==> config.mk <==
export PLATFORM = sky130hd
export DESIGN_NAME = display_arbiter
export DESIGN_NICKNAME = d
export VERILOG_FILES = /design/src/rtl/display_pkg.sv /design/src/rtl/scan_timer.sv /design/src/rtl/display_arbiter.sv
export SDC_FILE = /design/constraint.sdc
export NUM_CORES = 1
export LEC_CHECK = 0
export BUFFER_PORTS_ARGS = -buffer_cell sky130_fd_sc_hd__buf_2
export CORE_ASPECT_RATIO = 1.5
export CORE_UTILIZATION = 45
export DETAILED_ROUTE_END_ITERATION = 8
export HOLD_SLACK_MARGIN = 0.02
export PLACE_DENSITY = 0.67
export SLEW_MARGIN = 10
export SYNTH_ARGS = -nofsm -noshare
export SYNTH_HDL_FRONTEND = slang
export SYNTH_SLANG_ARGS = --single-unit
==> constraint.sdc <==
create_clock -name clock -period 2.8 [get_ports clock]
set_input_delay 0.56 -clock clock [delete_from_list [all_inputs] [get_ports clock]]
set_output_delay 0.56 -clock clock [all_outputs]
set_load 0.1 [all_outputs]
==> src/rtl/display_pkg.sv <==
// Shared types and constants for the two-source 7-segment display arbiter.
// Holds owner-state encoding, anode patterns and default timing parameters.
package display_pkg;

    // Encoding doubles as the one-hot grant vector.
    typedef enum logic [1:0] {
        IDLE = 2'b00,
        OWN0 = 2'b01,
        OWN1 = 2'b10
    } owner_t;

    localparam logic [3:0] ANODE_OFF = 4'b1111;
    localparam logic [3:0] ANODE_D0  = 4'b0111;
    localparam logic [3:0] ANODE_D1  = 4'b1011;
    localparam logic [3:0] ANODE_D2  = 4'b1101;
    localparam logic [3:0] ANODE_D3  = 4'b1110;

    localparam int SCAN_DIV_DEFAULT     = 262144;
    localparam int BLANK_CYCLES_DEFAULT = 1024;
    localparam int DWELL_CYCLES_DEFAULT = 200000000;

    function automatic logic [3:0] anode_for(input logic [1:0] idx);
        case (idx)
            2'd0:    return ANODE_D0;
            2'd1:    return ANODE_D1;
            2'd2:    return ANODE_D2;
            default: return ANODE_D3;
        endcase
    endfunction

endpackage

==> src/rtl/scan_timer.sv <==
// Digit-scan timebase: slot counter, digit index, blanking window and frame end.
// Outputs are combinational decodes of the counters; no backpressure.
module scan_timer
    import display_pkg::*;
#(
    parameter int SCAN_DIV     = SCAN_DIV_DEFAULT,
    parameter int BLANK_CYCLES = BLANK_CYCLES_DEFAULT
) (
    input  logic       clock,
    input  logic       reset,
    output logic [1:0] digit_idx,
    output logic       blank,
    output logic       frame_end
);

    localparam int SLOT_W = (SCAN_DIV > 1) ? $clog2(SCAN_DIV) : 1;
    localparam logic [SLOT_W-1:0] SLOT_LAST = SLOT_W'(SCAN_DIV - 1);

    logic [SLOT_W-1:0] slot_cnt;
    logic              slot_wrap;

    assign slot_wrap = (slot_cnt == SLOT_LAST);

    always_ff @(posedge clock) begin
        if (reset) begin
            slot_cnt  <= '0;
            digit_idx <= 2'd0;
        end else if (slot_wrap) begin
            slot_cnt  <= '0;
            digit_idx <= digit_idx + 2'd1;
        end else begin
            slot_cnt  <= slot_cnt + SLOT_W'(1);
        end
    end

    assign blank     = (slot_cnt < SLOT_W'(BLANK_CYCLES));
    assign frame_end = slot_wrap && (digit_idx == 2'd3);

endmodule

==> src/rtl/display_arbiter.sv <==
// Grants a 4-digit BCD display to the grade or alert source, switching only at frame ends.
// Outputs registered one cycle behind the scan counters. Option: SEG_LEADING_ZERO_BLANK_EN.
module display_arbiter
    import display_pkg::*;
#(
    parameter int SCAN_DIV     = SCAN_DIV_DEFAULT,
    parameter int BLANK_CYCLES = BLANK_CYCLES_DEFAULT,
    parameter int DWELL_CYCLES = DWELL_CYCLES_DEFAULT
) (
    input  logic        clock,
    input  logic        reset,
    input  logic        req0,
    input  logic [15:0] data0,
    input  logic        req1,
    input  logic [15:0] data1,
    output logic [1:0]  gnt,
    output logic [3:0]  Anode_Activate,
    output logic [3:0]  digit_code
);

    localparam int DWELL_W = $clog2(DWELL_CYCLES + 1);
    localparam logic [DWELL_W-1:0] DWELL_MAX = DWELL_W'(DWELL_CYCLES);

    logic [1:0]         digit_idx;
    logic               blank;
    logic               frame_end;
    owner_t             state;
    owner_t             next_state;
    logic [DWELL_W-1:0] dwell;
    logic               dwell_done;
    logic [15:0]        snapshot;
    logic [15:0]        next_data;
    logic [3:0]         nibble;
    logic               lead_zero;

    scan_timer #(
        .SCAN_DIV     (SCAN_DIV),
        .BLANK_CYCLES (BLANK_CYCLES)
    ) u_scan_timer (
        .clock     (clock),
        .reset     (reset),
        .digit_idx (digit_idx),
        .blank     (blank),
        .frame_end (frame_end)
    );

    assign dwell_done = (dwell >= DWELL_MAX);

    always_comb begin
        next_state = IDLE;
        if (state == OWN1 && !dwell_done) begin
            next_state = OWN1;
        end else if (req1) begin
            next_state = OWN1;
        end else if (req0) begin
            next_state = OWN0;
        end
    end

    always_comb begin
        next_data = 16'h0000;
        case (next_state)
            OWN0:    next_data = data0;
            OWN1:    next_data = data1;
            default: next_data = 16'h0000;
        endcase
    end

    always_comb begin
        nibble = snapshot[15:12];
        case (digit_idx)
            2'd1:    nibble = snapshot[11:8];
            2'd2:    nibble = snapshot[7:4];
            2'd3:    nibble = snapshot[3:0];
            default: nibble = snapshot[15:12];
        endcase
    end

`ifdef SEG_LEADING_ZERO_BLANK_EN
    // A digit is a leading zero when it and every digit to its left are zero.
    always_comb begin
        lead_zero = 1'b0;
        case (digit_idx)
            2'd0:    lead_zero = (snapshot[15:12] == 4'h0);
            2'd1:    lead_zero = (snapshot[15:8] == 8'h00);
            2'd2:    lead_zero = (snapshot[15:4] == 12'h000);
            default: lead_zero = 1'b0;
        endcase
    end
`else
    assign lead_zero = 1'b0;
`endif

    always_ff @(posedge clock) begin
        if (reset) begin
            state          <= IDLE;
            dwell          <= '0;
            snapshot       <= 16'h0000;
            Anode_Activate <= ANODE_OFF;
            digit_code     <= 4'h0;
        end else begin
            if (frame_end) begin
                state    <= next_state;
                snapshot <= next_data;
            end
            if (frame_end && next_state == OWN1 && state != OWN1) begin
                dwell <= '0;
            end else if (state == OWN1 && !dwell_done) begin
                dwell <= dwell + DWELL_W'(1);
            end
            digit_code <= nibble;
            if (blank || state == IDLE || lead_zero) begin
                Anode_Activate <= ANODE_OFF;
            end else begin
                Anode_Activate <= anode_for(digit_idx);
            end
        end
    end

    assign gnt = state;

endmodule

==> flow_results.xml <==
<?xml version="1.0" encoding="UTF-8"?>
<metrics>
  <group name="global_route">
    <metric name="grt_busiest_layer" unit="">met2</metric>
    <metric name="grt_util_met2" unit="">0.339</metric>
    <metric name="antenna_violations_before_repair" unit="">0</metric>
    <metric name="grt_use_total" unit="">0.201</metric>
    <metric name="grt_pass1_wl" unit="um">12900</metric>
    <metric name="globalRoute.totalOverflow" unit="">0</metric>
    <metric name="pin_count_of_the_biggest_net_entering_global_routing" unit="">31</metric>
    <metric name="grt_use_met3" unit="">0.0283</metric>
    <metric name="first_global_vias" unit="">2925</metric>
    <metric name="grt_util_met1" unit="">0.238</metric>
  </group>
  <group name="cts">
    <metric name="maximum_clock_path_buffer_count" unit="">2</metric>
    <metric name="cts.reportedPaths.clkPinSlew" unit="ns">0.06</metric>
    <metric name="post_cts_resized" unit="">0</metric>
    <metric name="clkSinkCount" unit="">74</metric>
    <metric name="max_h_tree_level" unit="">3</metric>
    <metric name="cts_hold_buf" unit="">0</metric>
    <metric name="clk_root_buffer_cell" unit="">sky130_fd_sc_hd__clkbuf_16</metric>
    <metric name="cts_tree" unit="">done</metric>
    <metric name="clkLatencyLatePin" unit="ns">0.33</metric>
    <metric name="cts_setup_buffers" unit="">0</metric>
    <metric name="cts_inserted_buffers" unit="">9</metric>
  </group>
  <group name="setup_path">
    <metric name="crit_cells" unit="">9</metric>
    <metric name="arrival" unit="ns">2.78</metric>
    <metric name="cp-endpoint" unit="">dwell[14]</metric>
    <metric name="crit_path_top_delay_cell" unit="">sky130_fd_sc_hd__or4_1</metric>
    <metric name="worst-path-max-fanout" unit="">13</metric>
    <metric name="timing.critical_path.buf_inv" unit="">0</metric>
    <metric name="worstReg2RegEnd" unit="">dwell[14]</metric>
    <metric name="crit_family" unit="">compound AO/OA/AOI/OAI gates</metric>
    <metric name="crit_path_cell_trace" unit="">nor4_2, a2111oi_2, o211ai_2, a21oi_2, nand2_1, ha_1, a31o_2, or4_1, nand2_1</metric>
    <metric name="worst-endpoint-required" unit="ns">3.07</metric>
    <metric name="worstSetupStartpoint" unit="">dwell[9]</metric>
    <metric name="slowest_delay" unit="ns">0.52</metric>
    <metric name="r2r_setup_slack" unit="ns">0.29</metric>
    <metric name="regToRegStartpoint" unit="">dwell[9]</metric>
    <metric name="setup.worst_path.class" unit="">reg2reg</metric>
    <metric name="r2r.worst_path.cells" unit="">9</metric>
    <metric name="path_common_cell" unit="">sky130_fd_sc_hd__nand2_1</metric>
    <metric name="worstSetupStartpointType" unit="">flip-flop</metric>
    <metric name="end_kind" unit="">flip-flop</metric>
  </group>
  <group name="routing">
    <metric name="drc_errors" unit="">0</metric>
    <metric name="postRouteAntennaNets" unit="">0</metric>
    <metric name="wl" unit="um">7520</metric>
    <metric name="drt-vias-per-instance" unit="">5.41</metric>
    <metric name="detail_route.wl_per_cell" unit="um">13.3</metric>
    <metric name="dr.pass1.iters" unit="">4</metric>
    <metric name="detailedRoute.firstIterationViolations" unit="">157</metric>
    <metric name="routed-via-count" unit="">3044</metric>
  </group>
  <group name="synth">
    <metric name="yosys.area.top_type_share" unit="">0.419</metric>
    <metric name="synthCells" unit="">411</metric>
    <metric name="synthesis.area" unit="um^2">3530</metric>
    <metric name="ys_ff_latch" unit="">74</metric>
    <metric name="syn_avg_cell_area" unit="um^2">8.60</metric>
    <metric name="ys_seq_area_frac" unit="">0.419</metric>
    <metric name="synthesis.yosys.warnings" unit="">0</metric>
    <metric name="synth_largest_area_cell" unit="">sky130_fd_sc_hd__dfxtp_1</metric>
    <metric name="cell_types_with_the_largest_area_share_after_synthesis" unit="">sky130_fd_sc_hd__dfxtp_1 (42%), sky130_fd_sc_hd__nor2_1 (5.6%), sky130_fd_sc_hd__xor2_1 (5.5%)</metric>
    <metric name="synth_nets" unit="">457</metric>
    <metric name="netlist-cell-type-count" unit="">53</metric>
  </group>
  <group name="finish">
    <metric name="antenna-diode-count" unit="">0</metric>
    <metric name="mostFrequentLayoutCell" unit="">sky130_fd_sc_hd__dfxtp_1</metric>
    <metric name="drive_gt1_frac" unit="">0.189</metric>
    <metric name="num-nets-final" unit="">505</metric>
    <metric name="syn_to_layout_area_delta" unit="%">17.4</metric>
    <metric name="mostFrequentLayoutCells" unit="">sky130_fd_sc_hd__dfxtp_1 (72), sky130_fd_sc_hd__nor2_1 (53), sky130_fd_sc_hd__buf_2 (45), sky130_fd_sc_hd__nand2_1 (37), sky130_fd_sc_hd__a21oi_1 (29)</metric>
  </group>
  <group name="placement">
    <metric name="finalWeightedCongestion" unit="">0.824</metric>
    <metric name="io_buffers" unit="">45</metric>
    <metric name="dp_hpwl" unit="um">5320</metric>
  </group>
  <group name="sta">
    <metric name="timing.final.hold_violations" unit="">0</metric>
    <metric name="setup_viol" unit="">0</metric>
    <metric name="rsz0062_at_grt" unit="">no</metric>
    <metric name="period_share" unit="">0.895</metric>
    <metric name="skew" unit="ns">0.00465</metric>
    <metric name="worst_slew_margin_rel" unit="">0.632</metric>
    <metric name="fin_worst_hold_slack" unit="ns">0.453</metric>
    <metric name="peak_freq" unit="MHz">399</metric>
    <metric name="measured_slew_at_the_worst_slew_check_pin" unit="ns">0.549</metric>
    <metric name="fin_tns_setup" unit="ns">0</metric>
    <metric name="timing.final.crit_period" unit="ns">2.51</metric>
    <metric name="timing.final.max_slew_violations" unit="">0</metric>
  </group>
  <group name="min_path">
    <metric name="min_path_cells" unit="">2</metric>
    <metric name="hold_path_class" unit="">reg2reg</metric>
  </group>
  <group name="floorplan">
    <metric name="total_die_area" unit="um^2">8220</metric>
    <metric name="die_width" unit="um">74.4</metric>
    <metric name="floorplan.initialDensity" unit="">0.464</metric>
    <metric name="fp-row-count" unit="">39</metric>
    <metric name="chipHeight" unit="um">111</metric>
    <metric name="ioPinCount" unit="">46</metric>
    <metric name="core" unit="um^2">7610</metric>
  </group>
  <group name="outcome">
    <metric name="outcome" unit="">complete, no violations</metric>
  </group>
  <group name="power_and_ir_drop">
    <metric name="vdd.ir_drop.worst" unit="V">0.000376</metric>
    <metric name="power_per_cell_area" unit="nW/um^2">522</metric>
    <metric name="leakage" unit="nW">1.55</metric>
  </group>
  <group name="run">
    <metric name="number_of_maximum_capacitance_violations" unit="">0</metric>
  </group>
</metrics>
[power by group]
group / switching, W / internal [W] / total [W]
Sequential: 0.00000335 / 0.00106 / 0.00106
Combinational: 0.0000468 / 0.0000366 / 0.0000834
Clock: 0.000387 / 0.000633 / 0.00102
Total: 0.000437 / 0.00173 / 0.00216
[state kept, by name (all words and copies together), names as in the netlist]
register,flops
Anode_Activate,4
digit_code,4
dwell,28
gnt,2
snapshot,16
u_scan_timer.digit_idx,2
u_scan_timer.slot_cnt,18
[tightest hold or removal path: stages, from the launching register on]
cell                      delay, ns
sky130_fd_sc_hd__dfxtp_1       0.30
sky130_fd_sc_hd__nand2_1       0.05
sky130_fd_sc_hd__a21oi_1       0.05
[cell type report]
cell class	count	area, um^2
Tap cell	102	128
Fill cell	725	3460
Timing Repair Buffer	57	315
Sequential cell	74	1480
Clock buffer	13	260
Inverter	13	48.8
Multi-Input combinational cell	304	1910
[per-stage QoR]
step                total power, W  setup WS (ns)  instance area (um^2)  cells  utilization
global placement           0.00116          0.213                  3880    550        0.510
finish                     0.00216          0.294                  4150    563        0.545
floorplan                  0.00113         0.0179                  3540    411            -
CTS                        0.00219          0.132                  4150    563        0.545
global route               0.00225         0.0582                  4150    563        0.545
detailed placement         0.00117          0.149                  3880    550        0.510
[cell families after synthesis]
group / Yosys count / share of synthesized area
simple gates: 189 / 0.286
flops: 74 / 0.419
compound gates: 71 / 0.135
xor+xnor: 33 / 0.0818
buf+inv: 33 / 0.0407
fa+ha+maj: 10 / 0.0354
mux: 1 / 0.00283
[worst min-delay path by stage]
stage	from	end	slack, ns
after detailed placement	snapshot[9]	snapshot[9]	0.45
after global placement	snapshot[4]	snapshot[4]	0.44
after floorplan	u_scan_timer.slot_cnt[0]	u_scan_timer.slot_cnt[0]	0.43
after CTS	snapshot[9]	snapshot[9]	0.45
final	snapshot[10]	snapshot[10]	0.45
after global routing	snapshot[4]	snapshot[4]	0.47
[cell usage after synthesis (all sizes together)]
| library cell | n |
|---|---|
| o211ai | 3 |
| nand4b | 1 |
| and2 | 1 |
| a41oi | 1 |
| o21ai | 7 |
| a211oi | 1 |
| a2111oi | 1 |
| a2111o | 1 |
| o21bai | 1 |
| nor3 | 6 |
| xnor2 | 11 |
| or3 | 23 |
| buf | 7 |
| o31a | 1 |
| ha | 10 |
| nand4 | 14 |
| or4 | 3 |
| clkbuf | 13 |
| a31oi | 2 |
| nor4 | 6 |
| a31o | 1 |
| nor2b | 1 |
| inv | 13 |
| mux2i | 1 |
| dfxtp | 74 |
| nand2b | 2 |
| a21oi | 31 |
| or2 | 1 |
| and3 | 12 |
| and4 | 3 |
| nand2 | 38 |
| nand3 | 25 |
| a222oi | 4 |
| nor2 | 53 |
| xor2 | 22 |
| a22oi | 16 |
| o21a | 1 |
[layer usage]
metal | routed length, um | up-vias
li1 | - | 1545
met3 | 294 | 15
met2 | 3810 | 65
met4 | 197 | 0
met5 | 0 | -
met1 | 3210 | 1419
(Power assumes the default switching activity.)
